===== src/rtl/zdraw_scheduler.sv =====
// zdraw_scheduler: runs the init draw slots once, then loops over the masked periodic slots.
// Optional done-handshake watchdog with sticky oWdt_Err: define ZDRAW_SCHED_WDT_EN.

module zdraw_scheduler #(
  parameter int NUM_SLOTS  = 8,
  parameter int INIT_SLOTS = 3,
  parameter int CMD_W      = 4,
  parameter int DATA_W     = 32,
  parameter int GAP_CYCLES = 2
`ifdef ZDRAW_SCHED_WDT_EN
  ,
  parameter int WDT_CYCLES = 1000000
`endif
) (
  input  logic                        clk,
  input  logic                        rst,
  input  logic                        en,
  input  logic [NUM_SLOTS*CMD_W-1:0]  iSlot_Cmd,
  input  logic [NUM_SLOTS*DATA_W-1:0] iSlot_Data,
  input  logic [NUM_SLOTS-1:0]        iSlot_Mask,
  input  logic [NUM_SLOTS-1:0]        iUpdate_Req,
  output logic                        oCore_En,
  output logic [CMD_W-1:0]            oCore_Cmd,
  output logic [DATA_W-1:0]           oCore_Data,
  input  logic                        iCore_Done,
  output logic                        oInit_Done,
  output logic                        oFrame_Tick,
  output logic                        oBusy,
  output logic [NUM_SLOTS-1:0]        oPending
`ifdef ZDRAW_SCHED_WDT_EN
  ,
  output logic                        oWdt_Err
`endif
);

  localparam int PTR_W = (NUM_SLOTS > 1) ? $clog2(NUM_SLOTS) : 1;
  localparam logic [PTR_W-1:0] LAST_SLOT  = PTR_W'(NUM_SLOTS - 1);
  localparam logic [PTR_W-1:0] FIRST_LOOP = PTR_W'(INIT_SLOTS);
  localparam logic [PTR_W-1:0] LAST_INIT  = PTR_W'(INIT_SLOTS - 1);
  localparam logic [PTR_W-1:0] PTR_ONE    = PTR_W'(1);
  localparam logic [NUM_SLOTS-1:0] LOOP_MASK = {NUM_SLOTS{1'b1}} << INIT_SLOTS;
  localparam logic [7:0] GAP_LOAD = 8'((GAP_CYCLES > 0) ? GAP_CYCLES - 1 : 0);

  typedef enum logic [2:0] {
    S_PRIME,
    S_SELECT,
    S_ISSUE,
    S_WAIT,
    S_RELEASE,
    S_GAP
  } state_t;

  state_t               state, state_next;
  logic [PTR_W-1:0]     ptr, ptr_next;
  logic [PTR_W-1:0]     cur_slot, cur_slot_next;
  logic                 cur_scan, cur_scan_next;
  logic [7:0]           gap_cnt, gap_next;
  logic                 init_next;
  logic                 tick_next;
  logic                 load;
  logic                 wrap;
  logic [NUM_SLOTS-1:0] clr;
  logic [NUM_SLOTS-1:0] pending_next;
  logic                 pend_any;
  logic [PTR_W-1:0]     pend_slot;

`ifdef ZDRAW_SCHED_WDT_EN
  localparam int WDT_W = $clog2(WDT_CYCLES + 1);
  localparam logic [WDT_W-1:0] WDT_LAST = WDT_W'(WDT_CYCLES - 1);
  logic [WDT_W-1:0] wdt_cnt, wdt_cnt_next;
  logic             wdt_err_next;
`endif

  assign oBusy = oCore_En;

  // Lowest-index pending loop slot; init slots can never be pending.
  always_comb begin
    pend_any  = 1'b0;
    pend_slot = '0;
    for (int i = NUM_SLOTS - 1; i >= INIT_SLOTS; i--) begin
      if (oPending[i]) begin
        pend_any  = 1'b1;
        pend_slot = PTR_W'(i);
      end
    end
  end

  always_comb begin
    state_next    = state;
    ptr_next      = ptr;
    cur_slot_next = cur_slot;
    cur_scan_next = cur_scan;
    gap_next      = gap_cnt;
    init_next     = oInit_Done;
    tick_next     = 1'b0;
    load          = 1'b0;
    wrap          = 1'b0;
    clr           = '0;
`ifdef ZDRAW_SCHED_WDT_EN
    wdt_cnt_next  = wdt_cnt;
    wdt_err_next  = oWdt_Err;
`endif

    unique case (state)
      S_PRIME: state_next = S_SELECT;

      S_SELECT: begin
        if (!oInit_Done) begin
          load          = 1'b1;
          cur_slot_next = ptr;
          cur_scan_next = 1'b1;
          state_next    = S_ISSUE;
        end else if (en) begin
          if (pend_any) begin
            load          = 1'b1;
            cur_slot_next = pend_slot;
            cur_scan_next = 1'b0;
            state_next    = S_ISSUE;
          end else if (!iSlot_Mask[ptr]) begin
            if (ptr == LAST_SLOT) wrap = 1'b1;
            else ptr_next = ptr + PTR_ONE;
          end else begin
            load          = 1'b1;
            cur_slot_next = ptr;
            cur_scan_next = 1'b1;
            state_next    = S_ISSUE;
          end
        end
      end

      S_ISSUE: begin
        clr[cur_slot] = 1'b1;
`ifdef ZDRAW_SCHED_WDT_EN
        wdt_cnt_next  = '0;
`endif
        state_next    = iCore_Done ? S_RELEASE : S_WAIT;
      end

      S_WAIT: begin
`ifdef ZDRAW_SCHED_WDT_EN
        if (iCore_Done) begin
          state_next = S_RELEASE;
        end else if (wdt_cnt == WDT_LAST) begin
          state_next   = S_RELEASE;
          wdt_err_next = 1'b1;
        end else begin
          wdt_cnt_next = wdt_cnt + WDT_W'(1);
        end
`else
        if (iCore_Done) state_next = S_RELEASE;
`endif
      end

      // Only scan-issued slots move the pointer; pending redraws leave it alone.
      S_RELEASE: begin
        state_next = S_SELECT;
        if (!oInit_Done) begin
          if (ptr == LAST_INIT) begin
            init_next = 1'b1;
            ptr_next  = FIRST_LOOP;
          end else begin
            ptr_next = ptr + PTR_ONE;
          end
        end else if (cur_scan) begin
          if (ptr == LAST_SLOT) wrap = 1'b1;
          else ptr_next = ptr + PTR_ONE;
        end
      end

      S_GAP: begin
        if (gap_cnt == 8'd0) state_next = S_SELECT;
        else gap_next = gap_cnt - 8'd1;
      end

      default: state_next = S_PRIME;
    endcase

    if (wrap) begin
      tick_next = 1'b1;
      ptr_next  = FIRST_LOOP;
      if (GAP_CYCLES == 0) begin
        state_next = S_SELECT;
      end else begin
        state_next = S_GAP;
        gap_next   = GAP_LOAD;
      end
    end

    // A request arriving with the clear must survive, so the set is applied last.
    pending_next = (oPending & ~clr) | (iUpdate_Req & LOOP_MASK);
  end

  always_ff @(posedge clk or posedge rst) begin
    if (rst) begin
      state       <= S_PRIME;
      ptr         <= '0;
      cur_slot    <= '0;
      cur_scan    <= 1'b0;
      gap_cnt     <= '0;
      oCore_En    <= 1'b0;
      oCore_Cmd   <= '0;
      oCore_Data  <= '0;
      oInit_Done  <= 1'b0;
      oFrame_Tick <= 1'b0;
      oPending    <= '0;
`ifdef ZDRAW_SCHED_WDT_EN
      wdt_cnt     <= '0;
      oWdt_Err    <= 1'b0;
`endif
    end else begin
      state       <= state_next;
      ptr         <= ptr_next;
      cur_slot    <= cur_slot_next;
      cur_scan    <= cur_scan_next;
      gap_cnt     <= gap_next;
      oCore_En    <= (state_next == S_ISSUE) || (state_next == S_WAIT);
      oInit_Done  <= init_next;
      oFrame_Tick <= tick_next;
      oPending    <= pending_next;
`ifdef ZDRAW_SCHED_WDT_EN
      wdt_cnt     <= wdt_cnt_next;
      oWdt_Err    <= wdt_err_next;
`endif
      if (load) begin
        oCore_Cmd  <= iSlot_Cmd[cur_slot_next*CMD_W +: CMD_W];
        oCore_Data <= iSlot_Data[cur_slot_next*DATA_W +: DATA_W];
      end
    end
  end

endmodule

===== config.mk =====
export PLATFORM = sky130hd
export DESIGN_NAME = zdraw_scheduler
export DESIGN_NICKNAME = d
export VERILOG_FILES = /design/src/rtl/zdraw_scheduler.sv
export SDC_FILE = /design/constraint.sdc
export NUM_CORES = 1
export LEC_CHECK = 0
export CAP_MARGIN = 40
export CORE_AREA = 2 2 137 139
export DETAILED_ROUTE_END_ITERATION = 8
export DIE_AREA = 0 0 139 141
export PLACE_DENSITY = 0.82
export SLEW_MARGIN = 20
export SYNTH_ARGS = -nofsm -noshare
export SYNTH_HDL_FRONTEND = slang
export SYNTH_SLANG_ARGS = --single-unit

===== constraint.sdc =====
create_clock -name clk -period 2.7 [get_ports clk]
set_clock_uncertainty 0.1 [all_clocks]
set_input_delay 0.27 -clock clk [delete_from_list [all_inputs] [get_ports clk]]
set_output_delay 0.27 -clock clk [all_outputs]
set_load 0.05 [all_outputs]

==> results.md <==
* Outcome: finished with violations
* Failing checks: negative setup slack
* H-Tree Depth at 3
* Met3 Routed Length at 1.086 mm
* Mapped Area at 0.005911 sq mm
* Post-synth top area share at 40.81%
* Sequential share of power at 11.9%
* Ys flop type: dfrtp_1
* Number of synthesized flops with an enable pin at 0
* Async set-reset flop share out of synthesis at 100.0%
* GRT overflow at 0
* Count of different cell masters after synthesis at 66
* Routability Congestion at 0.8738
* Crit path launch type: flop
* Syn_area_per_cell at 10.04 sq um
* Max Slew Vio Count at 0
* Post-Syn Nets at 902
* Worst EP arrival at 2.96 ns
* CTS max path bufs at 2
* Most common cell in the netlist: mux2i_1
* Normalized max-slew margin at 54.47%
* Die W at 139 um
* Area of the die at 0.01960 sq mm
* Fin crit period at 2.835 ns
* Cells after DPL at 1195
* Max layer used: met4
* GRT Total Usage at 21.39%
* Nets at 1303
* CTS tree: yes
* Fmax achieved at 352.8 MHz
* Routed WL at 22.32 mm
* Area Overhead vs Synth at 85.88%
* DR pass1 iterations at 5
* Final period util at 105.0%
* DRT iter0 DRCs at 217
* Post-synth top cells: mux2i_1 (241), dfrtp_1 (65), nand2_1 (58), o21ai_1 (35), nor2_1 (17)
* Core Region at 0.01827 sq mm
* RSZ-0062 raised after global routing: true
* Pin count of the biggest net entering global routing at 39
* CP Max Fanout at 8
* Register area at 0.001630 sq mm
* DRC viols at 0
* Die height at 141 um
* Total number of vias at 6083
* Share of layout cells above drive strength 1 at 15.78%
* Setup violators final at 34
* Final worst slack at -0.1346 ns
* Switch share at 43.67%
* Multi-input logic area at 0.004099 sq mm
* Final cell count without fillers at 1231
* Initial Util at 32.36%
* Kind of critical path: reg2reg
* Final ANT Viol Nets at 0
* CTS clock-pin slew for the worst setup and hold paths at 0.06 ns
* First-pass GRT wire length at 33.02 mm
* CP endpoint kind: flop
* Sequential fraction of the synthesis area at 27.52%
* Initial antenna violation count at 2
* Final Total Pwr at 14550 uW
* Largest cells by area after synthesis: mux2i_1 (41%), dfrtp_1 (28%), nand2_1 (3.7%), o21ai_1 (3.0%), buf_12 (2.7%)
* Met2 wire len at 11.77 mm
* Hold Vio Cnt, Final at 0
* Dpl hpwl at 17.33 mm
* Comb power frac at 77.5%
* Root buf cell: clkbuf_16
* Flops & latches, synth at 65
* Post-CTS Hold Buffers at 0
* Routed len/inst at 18.13 um
* Max cap viols at 0
* Num ports at 356
* Clock Sinks at 65
* Measured slew at the worst slew-check pin at 0.6778 ns
* Switch Pwr at 6353 uW
* Placement Rows at 50
* Clk_lat worst skew at 0.33 ns
* Met1 Wirelength at 8.957 mm
* Pwr per Cell Area at 1324 mW/mm^2
* Routed vias/inst at 4.942
* Clock power share at 10.6%
* Total CTS buffers at 9
* Hold crit path type: in2async
* Worst VDD drop at 0.0006924 V
* Setup TNS at -2.150 ns
* Vias in the first global route at 6162
* Internal power at 8193 uW
* Synth Warn # at 0
* Number of port buffers at 352
* DP Worst Slack at -0.4276 ns
* Worst Path Required at 2.82 ns
* P_leak at 0.004998 uW
* Leading area contributor after synthesis: mux2i_1
* Syn Inst Count at 589
* # fillers at 1554
==> cells in the final DEF, fill, tap and decap left out, types with 6 or more instances in the layout <==
| master | Yosys | routed |
|---|---|---|
| buf_4 | 11 | 42 |
| mux2i_2 | 0 | 18 |
| mux2i_1 | 241 | 215 |
| a21oi_1 | 8 | 8 |
| nand3_1 | 7 | 6 |
| mux2i_4 | 1 | 9 |
| nand2_1 | 58 | 57 |
| o21ai_1 | 35 | 35 |
| nor2_1 | 17 | 16 |
| buf_6 | 3 | 16 |
| a211oi_1 | 7 | 6 |
| dfrtp_1 | 65 | 62 |
| o21ai_0 | 9 | 7 |
| buf_12 | 8 | 15 |
| inv_1 | 11 | 10 |
| clkdlybuf4s50_1 | 0 | 352 |
| clkbuf_16 | 0 | 12 |
==> worst max-delay path, stage by stage (launching register included) <==
cell       delay, ns
dfrtp_1         0.40
buf_6           0.13
mux4_2          0.56
mux2i_4         0.21
buf_6           0.13
o21ai_2         0.07
nand3_4         0.09
a21boi_4        0.08
buf_12          0.18
a2111oi_1       0.50
o41ai_2         0.10
and3_1          0.18
==> layer usage <==
metal  track usage [%]  vias up
li1                  -     2967
met5                 0        -
met3             3.872       31
met4             7.656        0
met1             25.56     2856
met2             38.55      229
==> kinds of logic (layout without fill, tap and decap cells) <==
| group | count (synthesis) | in the layout | share of synthesized area, % |
|---|---|---|---|
| mux | 247 | 247 | 42.91 |
| simple gates | 118 | 118 | 9.568 |
| compound gates | 92 | 92 | 10.50 |
| flops | 65 | 65 | 27.52 |
| buf+inv | 55 | 461 | 7.409 |
| xor+xnor | 7 | 7 | 1.037 |
| fa+ha+maj | 5 | 5 | 1.058 |
| other cells | 0 | 2 | 0 |
==> layout make-up <==
| cell class | instances | share of cell area (%) |
|---|---|---|
| Tap cell | 234 | 2.665 |
| Clock inverter | 7 | 1.515 |
| Timing Repair Buffer | 432 | 41.00 |
| Multi-Input combinational cell | 469 | 37.31 |
| Sequential cell | 65 | 14.84 |
| Antenna cell | 2 | 0.04555 |
| Clock buffer | 9 | 2.050 |
| Inverter | 13 | 0.5808 |
==> sequential cells by signal, indices dropped and copies added (netlist names) <==
signal,count
oFrame_Tick,1
ptr,3
state,3
oPending,8
oCore_Data,32
oBusy,1
oInit_Done,1
oCore_Cmd,4
cur_scan,1
cur_slot,3
gap_cnt,8
==> through the flow <==
stage	area, sq um	util [%]	hold WS [ns]
5_1_grt	10990	60.14	0.01394
2_1_floorplan	5922	-	0.2622
4_1_cts	10570	57.85	0.2995
6_report	10990	60.14	0.008622
3_5_place_dp	9972	54.59	0.3744
3_3_place_gp	9972	54.59	0.3677
==> power by group through the flow <==
| stage | registers (uW) | logic [uW] | clock network (uW) |
|---|---|---|---|
| final | 1730 | 11300 | 1540 |
| after global routing | 1780 | 11900 | 1620 |
| after CTS | 1720 | 10300 | 1580 |
| after detailed placement | 1730 | 9690 | 0 |
| after global placement | 1710 | 9540 | 0 |
| after floorplan | 2670 | 6080 | 0 |
==> path summary, 6_finish.rpt <==
check	end	depth (start not counted)	slack [ns]	from
setup / recovery	oCore_Data[0]	11	-0.13	ptr[0]
hold / removal	oCore_Data[13]	2	0.009	rst
setup reg to reg	oCore_Data[0]	11	-0.13	ptr[0]
hold reg to reg	oCore_Data[2]	2	0.38	oCore_Data[2]
max in group asynchronous	oPending[6]	4	1.85	rst
min in group clk	oCore_Data[2]	2	0.38	oCore_Data[2]
==> timing repair <==
item | 4_1_cts | 5_1_grt
gates cloned | 2 | 3
endpoints found under the setup margin | 36 | 38
endpoints found under the hold margin | 0 | 0
setup buffers | 3 | 11
gates resized for setup | 31 | 53
pin swaps | 2 | 12
(Power assumes the default switching activity.)
